`config.mk`:
```
export PLATFORM = sky130hd
export DESIGN_NAME = controle_jogo_flat
export DESIGN_NICKNAME = d
export VERILOG_FILES = /design/src/rtl/pong_pkg.sv /design/src/rtl/controle_jogo_if.sv /design/src/rtl/detector_borda.sv /design/src/rtl/controle_jogo.sv /design/src/flat_wrapper.sv
export SDC_FILE = /design/constraint.sdc
export NUM_CORES = 1
export LEC_CHECK = 0
export CAP_MARGIN = 30
export CORE_UTILIZATION = 45
export DETAILED_ROUTE_END_ITERATION = 6
export DONT_BUFFER_PORTS = 1
export SYNTH_ARGS = -nofsm -noshare
export SYNTH_HDL_FRONTEND = slang
export SYNTH_SLANG_ARGS = --single-unit
```
`constraint.sdc`:
```
create_clock -name clk -period 25.3 [get_ports clk]
set_input_delay 7.59 -clock clk [delete_from_list [all_inputs] [get_ports clk]]
set_output_delay 7.59 -clock clk [all_outputs]
set_load 0.01 [all_outputs]
```
`src/rtl/pong_pkg.sv`:
```
// rtl/pong_pkg.sv - shared state codes, default periods and period helper for the pong game
package pong_pkg;

  localparam logic [2:0] OCIOSO  = 3'd0;
  localparam logic [2:0] SAQUE   = 3'd1;
  localparam logic [2:0] JOGANDO = 3'd2;
  localparam logic [2:0] PAUSA   = 3'd3;
  localparam logic [2:0] PERDEU  = 3'd4;
  localparam logic [2:0] GANHOU  = 3'd5;

  typedef enum logic [2:0] {
    ST_OCIOSO  = OCIOSO,
    ST_SAQUE   = SAQUE,
    ST_JOGANDO = JOGANDO,
    ST_PAUSA   = PAUSA,
    ST_PERDEU  = PERDEU,
    ST_GANHOU  = GANHOU
  } estado_t;

  localparam int unsigned DIV_BASE_PADRAO     = 25_000_000;
  localparam int unsigned DIV_PASSO_PADRAO    = 2_500_000;
  localparam int unsigned DIV_MIN_PADRAO      = 5_000_000;
  localparam int unsigned SAQUE_CICLOS_PADRAO = 50_000_000;

  // Move period for a given score, clamped to the floor without unsigned wrap.
  function automatic logic [31:0] calc_periodo(input logic [2:0]  pontos,
                                               input logic [31:0] base,
                                               input logic [31:0] passo,
                                               input logic [31:0] minimo);
    logic [31:0] reducao;
    reducao = 32'(pontos) * passo;
    if (reducao >= base) begin
      return minimo;
    end else if ((base - reducao) < minimo) begin
      return minimo;
    end else begin
      return base - reducao;
    end
  endfunction

endpackage

```
`src/rtl/controle_jogo_if.sv`:
```
// rtl/controle_jogo_if.sv - link between the game sequencer and the ball datapath
interface controle_jogo_if;
  logic       perdeu;
  logic       ganhou;
  logic [2:0] pontos;
  logic       atualiza_posicao;
  logic       reset_bola;

  modport master (
    input  perdeu,
    input  ganhou,
    input  pontos,
    output atualiza_posicao,
    output reset_bola
  );

  modport slave (
    output perdeu,
    output ganhou,
    output pontos,
    input  atualiza_posicao,
    input  reset_bola
  );
endinterface

```
`src/rtl/detector_borda.sv`:
```
// rtl/detector_borda.sv - rising-edge detector for a debounced button level
module detector_borda (
  input  logic clk,
  input  logic reset,
  input  logic nivel,
  output logic pulso
);

  logic anterior_q;
  logic anterior_d;

  // Next sample is simply the current level.
  always_comb begin
    anterior_d = nivel;
  end

  // Reset preloads "pressed" so a button held through reset cannot fire until released.
  always_ff @(posedge clk) begin
    if (!reset) begin
      anterior_q <= 1'b1;
    end else begin
      anterior_q <= anterior_d;
    end
  end

  assign pulso = nivel & ~anterior_q;

endmodule

```
`src/rtl/controle_jogo.sv`:
```
// rtl/controle_jogo.sv - game sequencer: serve delay, score-paced move pulses, win/loss/pause (PAUSA_EN)
module controle_jogo
  import pong_pkg::*;
#(
  parameter int unsigned DIV_BASE     = DIV_BASE_PADRAO,
  parameter int unsigned DIV_PASSO    = DIV_PASSO_PADRAO,
  parameter int unsigned DIV_MIN      = DIV_MIN_PADRAO,
  parameter int unsigned SAQUE_CICLOS = SAQUE_CICLOS_PADRAO
) (
  input  logic              clk,
  input  logic              reset,
  input  logic              botao_iniciar,
  input  logic              botao_pausa,
  controle_jogo_if.master   bola,
  output logic [2:0]        estado,
  output logic              led_perdeu,
  output logic              led_ganhou
);

  localparam logic [31:0] BASE_W    = 32'(DIV_BASE);
  localparam logic [31:0] PASSO_W   = 32'(DIV_PASSO);
  localparam logic [31:0] MIN_W     = 32'(DIV_MIN);
  localparam logic [31:0] SAQUE_MAX = 32'(SAQUE_CICLOS - 1);

  estado_t     est_q, est_d;
  logic [31:0] saque_cnt_q, saque_cnt_d;
  logic [31:0] mov_cnt_q, mov_cnt_d;
  logic        pulso_q, pulso_d;
  logic        reset_bola_q, reset_bola_d;
  logic        led_perdeu_q, led_perdeu_d;
  logic        led_ganhou_q, led_ganhou_d;

  logic        evento_iniciar;
  logic        evento_pausa;
  logic [31:0] periodo;

  detector_borda u_borda_iniciar (
    .clk   (clk),
    .reset (reset),
    .nivel (botao_iniciar),
    .pulso (evento_iniciar)
  );

`ifdef PAUSA_EN
  detector_borda u_borda_pausa (
    .clk   (clk),
    .reset (reset),
    .nivel (botao_pausa),
    .pulso (evento_pausa)
  );
`else
  logic unused_pausa;
  assign unused_pausa = botao_pausa;
  assign evento_pausa = 1'b0;
`endif

  assign periodo = calc_periodo(bola.pontos, BASE_W, PASSO_W, MIN_W);

  // Next state, counters and output values; outputs follow the next state so they are registered.
  always_comb begin
    est_d       = est_q;
    saque_cnt_d = saque_cnt_q;
    mov_cnt_d   = mov_cnt_q;
    pulso_d     = 1'b0;
    case (est_q)
      ST_OCIOSO: begin
        if (evento_iniciar) begin
          est_d       = ST_SAQUE;
          saque_cnt_d = '0;
        end
      end
      ST_SAQUE: begin
        if (saque_cnt_q >= SAQUE_MAX) begin
          est_d       = ST_JOGANDO;
          saque_cnt_d = '0;
          mov_cnt_d   = '0;
        end else begin
          saque_cnt_d = saque_cnt_q + 32'd1;
        end
      end
      ST_JOGANDO: begin
        // Leaving the state wins over a due pulse; the counter is left untouched.
        if (bola.ganhou) begin
          est_d = ST_GANHOU;
        end else if (bola.perdeu) begin
          est_d = ST_PERDEU;
        end else if (evento_pausa) begin
          est_d = ST_PAUSA;
        end else if (mov_cnt_q >= (periodo - 32'd1)) begin
          // >= rather than == so a period shortened mid-count fires immediately.
          pulso_d   = 1'b1;
          mov_cnt_d = '0;
        end else begin
          mov_cnt_d = mov_cnt_q + 32'd1;
        end
      end
      ST_PAUSA: begin
        if (evento_pausa) begin
          est_d = ST_JOGANDO;
        end
      end
      ST_PERDEU, ST_GANHOU: begin
        if (evento_iniciar) begin
          est_d       = ST_SAQUE;
          saque_cnt_d = '0;
        end
      end
      default: begin
        est_d = ST_OCIOSO;
      end
    endcase

    reset_bola_d = (est_d == ST_OCIOSO) || (est_d == ST_SAQUE);
    led_perdeu_d = (est_d == ST_PERDEU);
    led_ganhou_d = (est_d == ST_GANHOU);
  end

  // State, counters and registered outputs; reset drops any pending pulse.
  always_ff @(posedge clk) begin
    if (!reset) begin
      est_q        <= ST_OCIOSO;
      saque_cnt_q  <= '0;
      mov_cnt_q    <= '0;
      pulso_q      <= 1'b0;
      reset_bola_q <= 1'b1;
      led_perdeu_q <= 1'b0;
      led_ganhou_q <= 1'b0;
    end else begin
      est_q        <= est_d;
      saque_cnt_q  <= saque_cnt_d;
      mov_cnt_q    <= mov_cnt_d;
      pulso_q      <= pulso_d;
      reset_bola_q <= reset_bola_d;
      led_perdeu_q <= led_perdeu_d;
      led_ganhou_q <= led_ganhou_d;
    end
  end

  assign estado                = est_q;
  assign led_perdeu            = led_perdeu_q;
  assign led_ganhou            = led_ganhou_q;
  assign bola.atualiza_posicao = pulso_q;
  assign bola.reset_bola       = reset_bola_q;

endmodule
```
`src/flat_wrapper.sv`:
```
// flat-port wrapper written by rule: the top's interface ports become plain ports
module controle_jogo_flat import pong_pkg::*;
#(
  parameter int unsigned DIV_BASE     = DIV_BASE_PADRAO,
  parameter int unsigned DIV_PASSO    = DIV_PASSO_PADRAO,
  parameter int unsigned DIV_MIN      = DIV_MIN_PADRAO,
  parameter int unsigned SAQUE_CICLOS = SAQUE_CICLOS_PADRAO
)
  (clk, reset, botao_iniciar, botao_pausa, estado, led_perdeu, led_ganhou, bola_perdeu, bola_ganhou, bola_pontos, bola_atualiza_posicao, bola_reset_bola);
  controle_jogo_if bola_i ();
  input  logic clk;
  input  logic reset;
  input  logic botao_iniciar;
  input  logic botao_pausa;
  output logic [2:0] estado;
  output logic led_perdeu;
  output logic led_ganhou;
  input wire logic [$bits(bola_i.perdeu)-1:0] bola_perdeu;
  input wire logic [$bits(bola_i.ganhou)-1:0] bola_ganhou;
  input wire logic [$bits(bola_i.pontos)-1:0] bola_pontos;
  output wire logic [$bits(bola_i.atualiza_posicao)-1:0] bola_atualiza_posicao;
  output wire logic [$bits(bola_i.reset_bola)-1:0] bola_reset_bola;
  assign bola_i.perdeu = bola_perdeu;
  assign bola_i.ganhou = bola_ganhou;
  assign bola_i.pontos = bola_pontos;
  assign bola_atualiza_posicao = bola_i.atualiza_posicao;
  assign bola_reset_bola = bola_i.reset_bola;
  controle_jogo #(.DIV_BASE(DIV_BASE), .DIV_PASSO(DIV_PASSO), .DIV_MIN(DIV_MIN), .SAQUE_CICLOS(SAQUE_CICLOS)) u_core (.clk(clk), .reset(reset), .botao_iniciar(botao_iniciar), .botao_pausa(botao_pausa), .bola(bola_i), .estado(estado), .led_perdeu(led_perdeu), .led_ganhou(led_ganhou));
endmodule
```
==> results.json, run 1 <==
{
  "synthDistinctLibCells": 70,
  "maxSlewHeadroom_pct": 36.1,
  "fin_cells": 912,
  "r2r_setup_slack_ns": 21.49,
  "min_period_ns": 15.69,
  "postSynthCellCount": 755,
  "skew_ns": 0.00799,
  "setup_ws_ns": 9.61,
  "final_nets": 788,
  "grt_overflow": 0,
  "grt_max_degree": 39,
  "worstMarginPinSlew_ns": 0.955,
  "cts_max_path_buffers": 2,
  "crit_start": "bola_pontos[0]",
  "finalSetupViolCount": 0,
  "finalHoldViolCount": 0,
  "drtIter0Drc": 346,
  "insertion_delay_ns": 0.34,
  "hold_class": "reg2reg",
  "vdd_drop_max_mv": 0.0294,
  "intPower_mw": 0.217,
  "required_ns": 25.52,
  "ctsRootBufferMaster": "clkbuf_16",
  "dp_worst_setup_slack_ns": 9.23,
  "cp_max_fo": 17,
  "p_switching_mw": 0.0872,
  "post_cts_buffers": 0,
  "p_comb_share_pct": 19.7,
  "cp.arrival_ns": 15.92,
  "wl_um": 12900,
  "status": "finished clean",
  "synth_edf_count": 0,
  "synthArstFlopShare_pct": 0,
  "dieArea_um2": 13300,
  "syn_to_final_growth_pct": 7.69,
  "cts_tree": "built",
  "worstSetupEndpoint": "u_core.mov_cnt_q[13]",
  "grt_pass1_vias": 4769,
  "place.gp.congestion": 0.868,
  "tns_ns": 0,
  "die_w_um": 115,
  "end_kind": "flip-flop",
  "cp.depth": 31,
  "cts_htree_levels": 3,
  "rr_endpoint": "u_core.mov_cnt_q[13]",
  "antenna_found_initial": 0,
  "worst_r2r_path_depth": 12,
  "dp_hpwl_um": 9360,
  "grt_usage_pct": 20.4,
  "hold_buffers": 0,
  "rsz0062_at_grt": "false",
  "max_freq_ghz": 0.0637,
  "drc": 0,
  "io_pins": 16,
  "ys_seq_area_share_pct": 24.9,
  "grt_pass1_wl_um": 22000,
  "fin_crit_sh_pct": 62.0,
  "clk_pin_slew_worst_paths_ns": 0.06,
  "place_inst": 896,
  "powerDensity_nw_per_um2": 48.8,
  "leakage_nw": 2.47,
  "ctsResizeCount": 0,
  "critical_path_class": "in2reg",
  "whs_ns": 0.483,
  "cp_num_buf_inv": 4,
  "routed_via_density": 5.75,
  "yosys_warnings": 0,
  "initial_core_util_pct": 46.0,
  "cp_slowest_cell": "o31ai_1",
  "cpMostUsedCell": "nand2_1",
  "routedWlPerCell_um": 14.1,
  "clock-sinks": 72,
  "p_seq_share_pct": 37.5,
  "die_h_um": 115,
  "switching_share_pct": 28.7,
  "worstReg2RegStart": "u_core.mov_cnt_q[0]",
  "ys.flop_type": "dfxtp_1",
  "mappedNetlistArea_um2": 5780,
  "antenna_cells": 0,
  "ant_nets": 0,
  "synth-seq-cells": 72,
  "cap_violations": 0,
  "fin_total_pwr_mw": 0.304,
  "core_area_um2": 12600,
  "power_frac_clock_pct": 42.8,
  "port-buffer-count": 0,
  "std_cell_rows": 41,
  "drive_above_1_share_pct": 5.68,
  "crit_family": "simple AND/OR/NAND/NOR gates",
  "worst_path_largest_cell_delay_ns": 0.64,
  "fill_cells": 1208,
  "dr_total_vias": 5243,
  "synth_nets": 808,
  "postSynthAreaPerCell_um2": 7.65,
  "firstDrtPassIters": 5,
  "drv_slew": 0,
  "worstSetupStartpointType": "input pin",
  "cts_buffers": 9
}
## power by group through the flow
stage	logic, mW	registers, mW	clock network (mW)
after detailed placement	0.0595	0.117	0
after global routing	0.0672	0.114	0.139
final	0.0598	0.114	0.130
after CTS	0.0598	0.114	0.134
after floorplan	0.0493	0.116	0
after global placement	0.0572	0.117	0
## cell usage after synthesis, drive strengths merged, types with 19 or more instances
library cell	count	share of area [%]
inv	22	1.4
dfxtp	72	25
nand3	33	2.9
clkbuf	29	1.9
nand2	80	5.2
nor3	32	2.8
o21ai	55	4.8
a21o	19	2.5
nor2b	22	2.4
xnor2	25	3.8
a21oi	31	2.7
and3	23	2.5
nor2	64	4.2
ha	43	9.3
## worst register-to-register path, delay by kind of cell, from the launching register on
family,cells,cell delay (ns)
adders and majority gates,1,0.24
AOI/OAI and AO/OA,7,1.53
and+or+nand+nor,3,1.29
DFF,1,0.34
buffers and inverters,1,0.34
## layer usage
| metal | up-vias | global-route usage, % | share of wire, % | wire (µm) |
|---|---|---|---|---|
| met1 | 2422 | 27.0 | 51 | 6590 |
| li1 | 2717 | - | - | - |
| met3 | 15 | 3.32 | 3.2 | 406 |
| met2 | 89 | 33.1 | 44 | 5660 |
| met5 | - | 0 | 0 | 0 |
| met4 | 0 | 7.45 | 1.5 | 193 |
## sequential cells by signal, summed over array words and instances (netlist names)
name                               count
u_core.bola.atualiza_posicao           1
u_core.estado                          3
u_core.saque_cnt_q                    32
u_core.u_borda_iniciar.anterior_q      1
u_core.led_perdeu                      1
u_core.mov_cnt_q                      32
u_core.bola.reset_bola                 1
u_core.led_ganhou                      1
## area by class of cell
class                      count  area (µm²)  area share, %
clock buffer                  10         239           3.84
multi-input combinational    625        4110           66.1
inverter                      22        82.6           1.33
sequential                    72        1440           23.2
clock inverter                 6        67.6           1.09
timing repair buffer           5        65.1           1.05
tap                          172         215           3.46
## logic make-up (layout without fill, tap and decap cells)
logic type	Yosys count	after routing	synth area share, %
compound gates	190	190	23.2
xor+xnor	43	43	6.97
fa+ha+maj	44	44	9.66
buf+inv	58	43	3.90
flops	72	72	24.9
mux	5	5	0.888
simple gates	343	343	30.5
## worst min path at each step
stage | start | endpoint | slack (ns) | cells after the start
after floorplan | u_core.saque_cnt_q[28] | u_core.saque_cnt_q[28] | 0.45 | 1
after global placement | u_core.saque_cnt_q[26] | u_core.saque_cnt_q[26] | 0.47 | 1
after detailed placement | u_core.saque_cnt_q[31] | u_core.saque_cnt_q[31] | 0.47 | 1
after CTS | u_core.saque_cnt_q[27] | u_core.saque_cnt_q[27] | 0.48 | 1
after global routing | u_core.saque_cnt_q[29] | u_core.saque_cnt_q[29] | 0.49 | 1
final | u_core.saque_cnt_q[27] | u_core.saque_cnt_q[27] | 0.48 | 1
## per-stage QoR
stage,cell area (µm²),utilization (%)
final,6220,49.5
after CTS,6220,49.5
after global placement,5870,46.7
after floorplan,5780,-
after detailed placement,5920,47.1
after global routing,6220,49.5
## cell usage in the layout, fill, tap and decap left out, types with 23 or more instances in the layout
cell and instances:
nand3_1 33, dfxtp_1 72, xnor2_1 25, nand2_1 80, and3_1 23, nor2_1 64
nor3_1 32, ha_1 43, a21oi_1 31, o21ai_0 53
(Power assumes the default switching activity.)
==> inputs of run 2 (changes only) <==
- clock period: 25.3 -> 16.39 ns (I/O delays scaled with it)
==> results.json, run 2 (same netlist as run 1, synthesis figures left out) <==
{
  "dr_total_vias": 5282,
  "std_cell_rows": 41,
  "critical_path_class": "in2reg",
  "crit_start": "bola_pontos[0]",
  "placed_area_um2": 5920,
  "skew_ns": 0.00943,
  "drtIter0Drc": 377,
  "min_period_ns": 13.05,
  "whs_ns": 0.482,
  "finalSetupViolCount": 0,
  "worst_r2r_path_depth": 12,
  "rr_endpoint": "u_core.mov_cnt_q[13]",
  "tns_ns": 0,
  "hold_class": "reg2reg",
  "insertion_delay_ns": 0.33,
  "hold_start": "u_core.saque_cnt_q[31]",
  "finalHoldViolCount": 0,
  "cts_tree": "built",
  "die_w_um": 115,
  "core_area_um2": 12600,
  "dieArea_um2": 13300,
  "antenna_cells": 0,
  "routedWlPerCell_um": 14.3,
  "fill_cells": 1217,
  "crit_family": "simple AND/OR/NAND/NOR gates",
  "final_nets": 788,
  "die_h_um": 115,
  "cts_buffers": 9,
  "status": "finished clean",
  "cp.arrival_ns": 13.27,
  "cp.depth": 31,
  "worst_path_largest_cell_delay_ns": 0.68,
  "place.gp.congestion": 0.858,
  "use_met1_pct": 27.2,
  "initial_core_util_pct": 46.0,
  "powerDensity_nw_per_um2": 72.4,
  "ant_nets": 0,
  "drv_slew": 0,
  "post_cts_buffers": 0,
  "cp_num_buf_inv": 4,
  "cp_max_fo": 17,
  "required_ns": 16.61,
  "busiest_layer": "met2",
  "cp_slowest_cell": "o31ai_1",
  "hold_buffers": 0,
  "clock-sinks": 72,
  "r2r_setup_slack_ns": 12.59,
  "layout_commonest_cell": "nand2_1",
  "design_area_um2": 6190,
  "wl_um": 13000,
  "end_kind": "flip-flop",
  "syn_to_final_growth_pct": 7.08,
  "cap_violations": 0,
  "antenna_found_initial": 0,
  "routed_via_density": 5.79,
  "grt_overflow": 0,
  "cpMostUsedCell": "nand2_1",
  "port-buffer-count": 0,
  "grt_pass1_wl_um": 21700,
  "cts_max_path_buffers": 2,
  "io_pins": 16,
  "ctsResizeCount": 0,
  "dp_hpwl_um": 9590,
  "worstReg2RegStart": "u_core.mov_cnt_q[0]",
  "grt_use_met2_pct": 32.3,
  "maxSlewHeadroom_pct": 35.9,
  "worstMarginPinSlew_ns": 0.958,
  "grt_max_degree": 39,
  "cts_htree_levels": 3,
  "drive_above_1_share_pct": 5.54,
  "fin_crit_sh_pct": 79.6,
  "max_freq_ghz": 0.0766,
  "grtUsageMet3_pct": 3.22,
  "layout_common_cells": "80 x nand2_1, 72 x dfxtp_1, 64 x nor2_1",
  "ctsRootBufferMaster": "clkbuf_16",
  "worstSetupEndpoint": "u_core.mov_cnt_q[13]",
  "worstSetupStartpointType": "input pin",
  "rsz0062_at_grt": "false",
  "vdd_drop_max_mv": 0.0549,
  "grt_usage_pct": 20.0,
  "clk_pin_slew_worst_paths_ns": 0.06,
  "drc": 0,
  "firstDrtPassIters": 5,
  "leakage_nw": 2.46,
  "fin_total_pwr_mw": 0.448,
  "grt_pass1_vias": 4651
}
## run 2: cell type report
cell class / instances / area, µm² / share of cell area (%)
multi-input cells: 625 / 4110 / 66.5
well taps: 172 / 215 / 3.48
flip-flops and latches: 72 / 1440 / 23.3
repair buffers: 5 / 65.1 / 1.05
clock inverters: 6 / 42.5 / 0.688
clock buffers: 10 / 229 / 3.70
inverters: 22 / 82.6 / 1.33
## run 2: worst min path at each step
| stage | endpoint | cells past startpoint |
|---|---|---|
| after floorplan | u_core.saque_cnt_q[28] | 1 |
| after global placement | u_core.saque_cnt_q[26] | 1 |
| after detailed placement | u_core.saque_cnt_q[31] | 1 |
| after CTS | u_core.saque_cnt_q[31] | 1 |
| after global routing | u_core.saque_cnt_q[30] | 1 |
| final | u_core.saque_cnt_q[31] | 1 |
## run 2: worst reg2reg max path, cell delays in order, from the launching register on
cell	delay [ns]
dfxtp_1	0.35
ha_1	0.25
and4_1	0.33
a21o_1	0.22
a21o_1	0.17
a21o_1	0.16
a2111oi_0	0.46
o31a_1	0.21
o221ai_1	0.25
nor2_1	0.74
buf_4	0.34
and3_1	0.18
a211o_1	0.09
## run 2: per-layer routing
| layer | wire length (µm) | vias up |
|---|---|---|
| met3 | 466 | 12 |
| met1 | 6530 | 2471 |
| li1 | - | 2707 |
| met4 | 123 | 0 |
| met5 | 0 | - |
| met2 | 5910 | 92 |
## run 2: power by group
part           switching [mW]  internal [mW]
Sequential           0.000590          0.175
Combinational          0.0555         0.0366
Clock                  0.0767          0.103
## run 2: per-stage QoR
stage	utilization (%)	cells	worst slack [ns]
after floorplan	-	755	3.67
after global placement	46.7	894	3.09
after detailed placement	47.1	896	2.92
after CTS	49.2	912	3.24
after global routing	49.2	912	2.56
final	49.2	912	3.34
==> inputs of run 3 (changes only) <==
- clock period: 16.39 -> 12.3 ns (I/O delays scaled with it)
==> results.json, run 3 (same netlist as run 1, synthesis figures left out) <==
{
  "status": "finished clean",
  "die_w_um": 115,
  "io_pins": 16,
  "fin_crit_sh_pct": 92.2,
  "hold_depth": 1,
  "leakage_nw": 2.51,
  "clk_pin_slew_worst_paths_ns": 0.06,
  "setup_ws_ns": 0.962,
  "busiest_layer": "met2",
  "worstReg2RegStart": "u_core.mov_cnt_q[0]",
  "tns_ns": 0,
  "die_h_um": 115,
  "utilization_pct": 50.0,
  "grt_pass1_wl_um": 21800,
  "cts_max_path_buffers": 2,
  "vdd_drop_max_mv": 0.0701,
  "critical_path_class": "in2reg",
  "worstMarginPinSlew_ns": 0.968,
  "finalSetupViolCount": 0,
  "skew_ns": 0.00799,
  "grt_max_degree": 39,
  "ctsResizeCount": 0,
  "antenna_cells": 0,
  "post_cts_buffers": 0,
  "cap_violations": 0,
  "holdPathEnd": "u_core.saque_cnt_q[28]",
  "cts_htree_levels": 3,
  "dr_total_vias": 5284,
  "maxSlewHeadroom_pct": 35.2,
  "drc": 0,
  "routedWlPerCell_um": 14.3,
  "worstSetupStartpointType": "input pin",
  "wl_um": 13100,
  "port-buffer-count": 0,
  "grt_pass1_vias": 4660,
  "worst_r2r_path_depth": 11,
  "layout_common_cells": "80 x nand2_1, 72 x dfxtp_1, 64 x nor2_1",
  "place_inst": 899,
  "r2r_setup_slack_ns": 8.66,
  "cp_max_fo": 22,
  "drtIter0Drc": 370,
  "drive_above_1_share_pct": 5.92,
  "hold_buffers": 0,
  "grt_use_met2_pct": 32.4,
  "crit_family": "compound AO/OA/AOI/OAI gates",
  "required_ns": 12.53,
  "cts_buffers": 9,
  "clock-sinks": 72,
  "cp_slowest_cell": "o31ai_1",
  "dp_hpwl_um": 9590,
  "antenna_found_initial": 0,
  "syn_to_final_growth_pct": 8.75,
  "grt_usage_pct": 20.5,
  "hold_class": "reg2reg",
  "core_area_um2": 12600,
  "firstDrtPassIters": 6,
  "min_period_ns": 11.34,
  "grt_overflow": 0,
  "use_met1_pct": 27.6,
  "final_nets": 791,
  "ctsRootBufferMaster": "clkbuf_16",
  "routed_via_density": 5.77,
  "ant_nets": 0,
  "max_freq_ghz": 0.0882,
  "cts_tree": "built",
  "cp_num_buf_inv": 2,
  "end_kind": "flip-flop",
  "dieArea_um2": 13300,
  "powerDensity_nw_per_um2": 105,
  "rsz0062_at_grt": "false",
  "fin_cells": 915,
  "hold_start": "u_core.saque_cnt_q[28]",
  "fill_cells": 1254,
  "cp.arrival_ns": 11.57,
  "insertion_delay_ns": 0.34,
  "place.gp.congestion": 0.886,
  "drv_slew": 0,
  "layout_commonest_cell": "nand2_1",
  "grtUsageMet3_pct": 4.16,
  "std_cell_rows": 41,
  "worst_path_largest_cell_delay_ns": 0.75,
  "rr_endpoint": "u_core.mov_cnt_q[19]",
  "dp_worst_setup_slack_ns": 0.630,
  "initial_core_util_pct": 46.0,
  "whs_ns": 0.483,
  "finalHoldViolCount": 0
}
run 3: changes by cell type in the layout (fill, tap and decap cells not counted), sizes merged:
cell      change
inv           -1
clkinvlp      -2
bufinv        +3
buf           +3
run 3: how the worst max path moves through the flow:
stage | to | start | cells after the start | slack, ns
2_1_floorplan | u_core.mov_cnt_q[22] | bola_pontos[0] | 34 | 0.81
3_3_place_gp | u_core.mov_cnt_q[22] | bola_pontos[1] | 29 | 0.78
3_5_place_dp | u_core.mov_cnt_q[22] | bola_pontos[1] | 29 | 0.63
4_1_cts | u_core.mov_cnt_q[22] | bola_pontos[1] | 29 | 0.97
5_1_grt | u_core.mov_cnt_q[22] | bola_pontos[1] | 29 | 0.37
6_report | u_core.mov_cnt_q[22] | bola_pontos[1] | 29 | 0.96
run 3: layout make-up:
cell class / count / area (µm²) / share of cell area [%]
repair buffers: 8 / 87.6 / 1.39
multi-input cells: 625 / 4110 / 65.4
well taps: 172 / 215 / 3.42
inverters: 22 / 82.6 / 1.31
flip-flops and latches: 72 / 1440 / 22.9
clock buffers: 10 / 229 / 3.64
clock inverters: 6 / 116 / 1.85
run 3: where the power goes:
group / internal [mW] / total [mW] / switching, mW
clock network: 0.199 / 0.301 / 0.102
registers: 0.234 / 0.235 / 0.000781
logic: 0.0496 / 0.125 / 0.0755
total: 0.483 / 0.661 / 0.178
run 3: stage by stage:
stage	total power, mW	cell area [µm²]
CTS	0.668	6280
global route	0.693	6280
floorplan	0.341	5780
detailed placement	0.363	5940
global placement	0.358	5900
finish	0.661	6280
run 3: layer usage:
metal,vias to the layer above,share of wire (%)
li1,2721,-
met1,2446,50
met2,100,44
met3,17,3.8
met4,0,1.7
met5,-,0
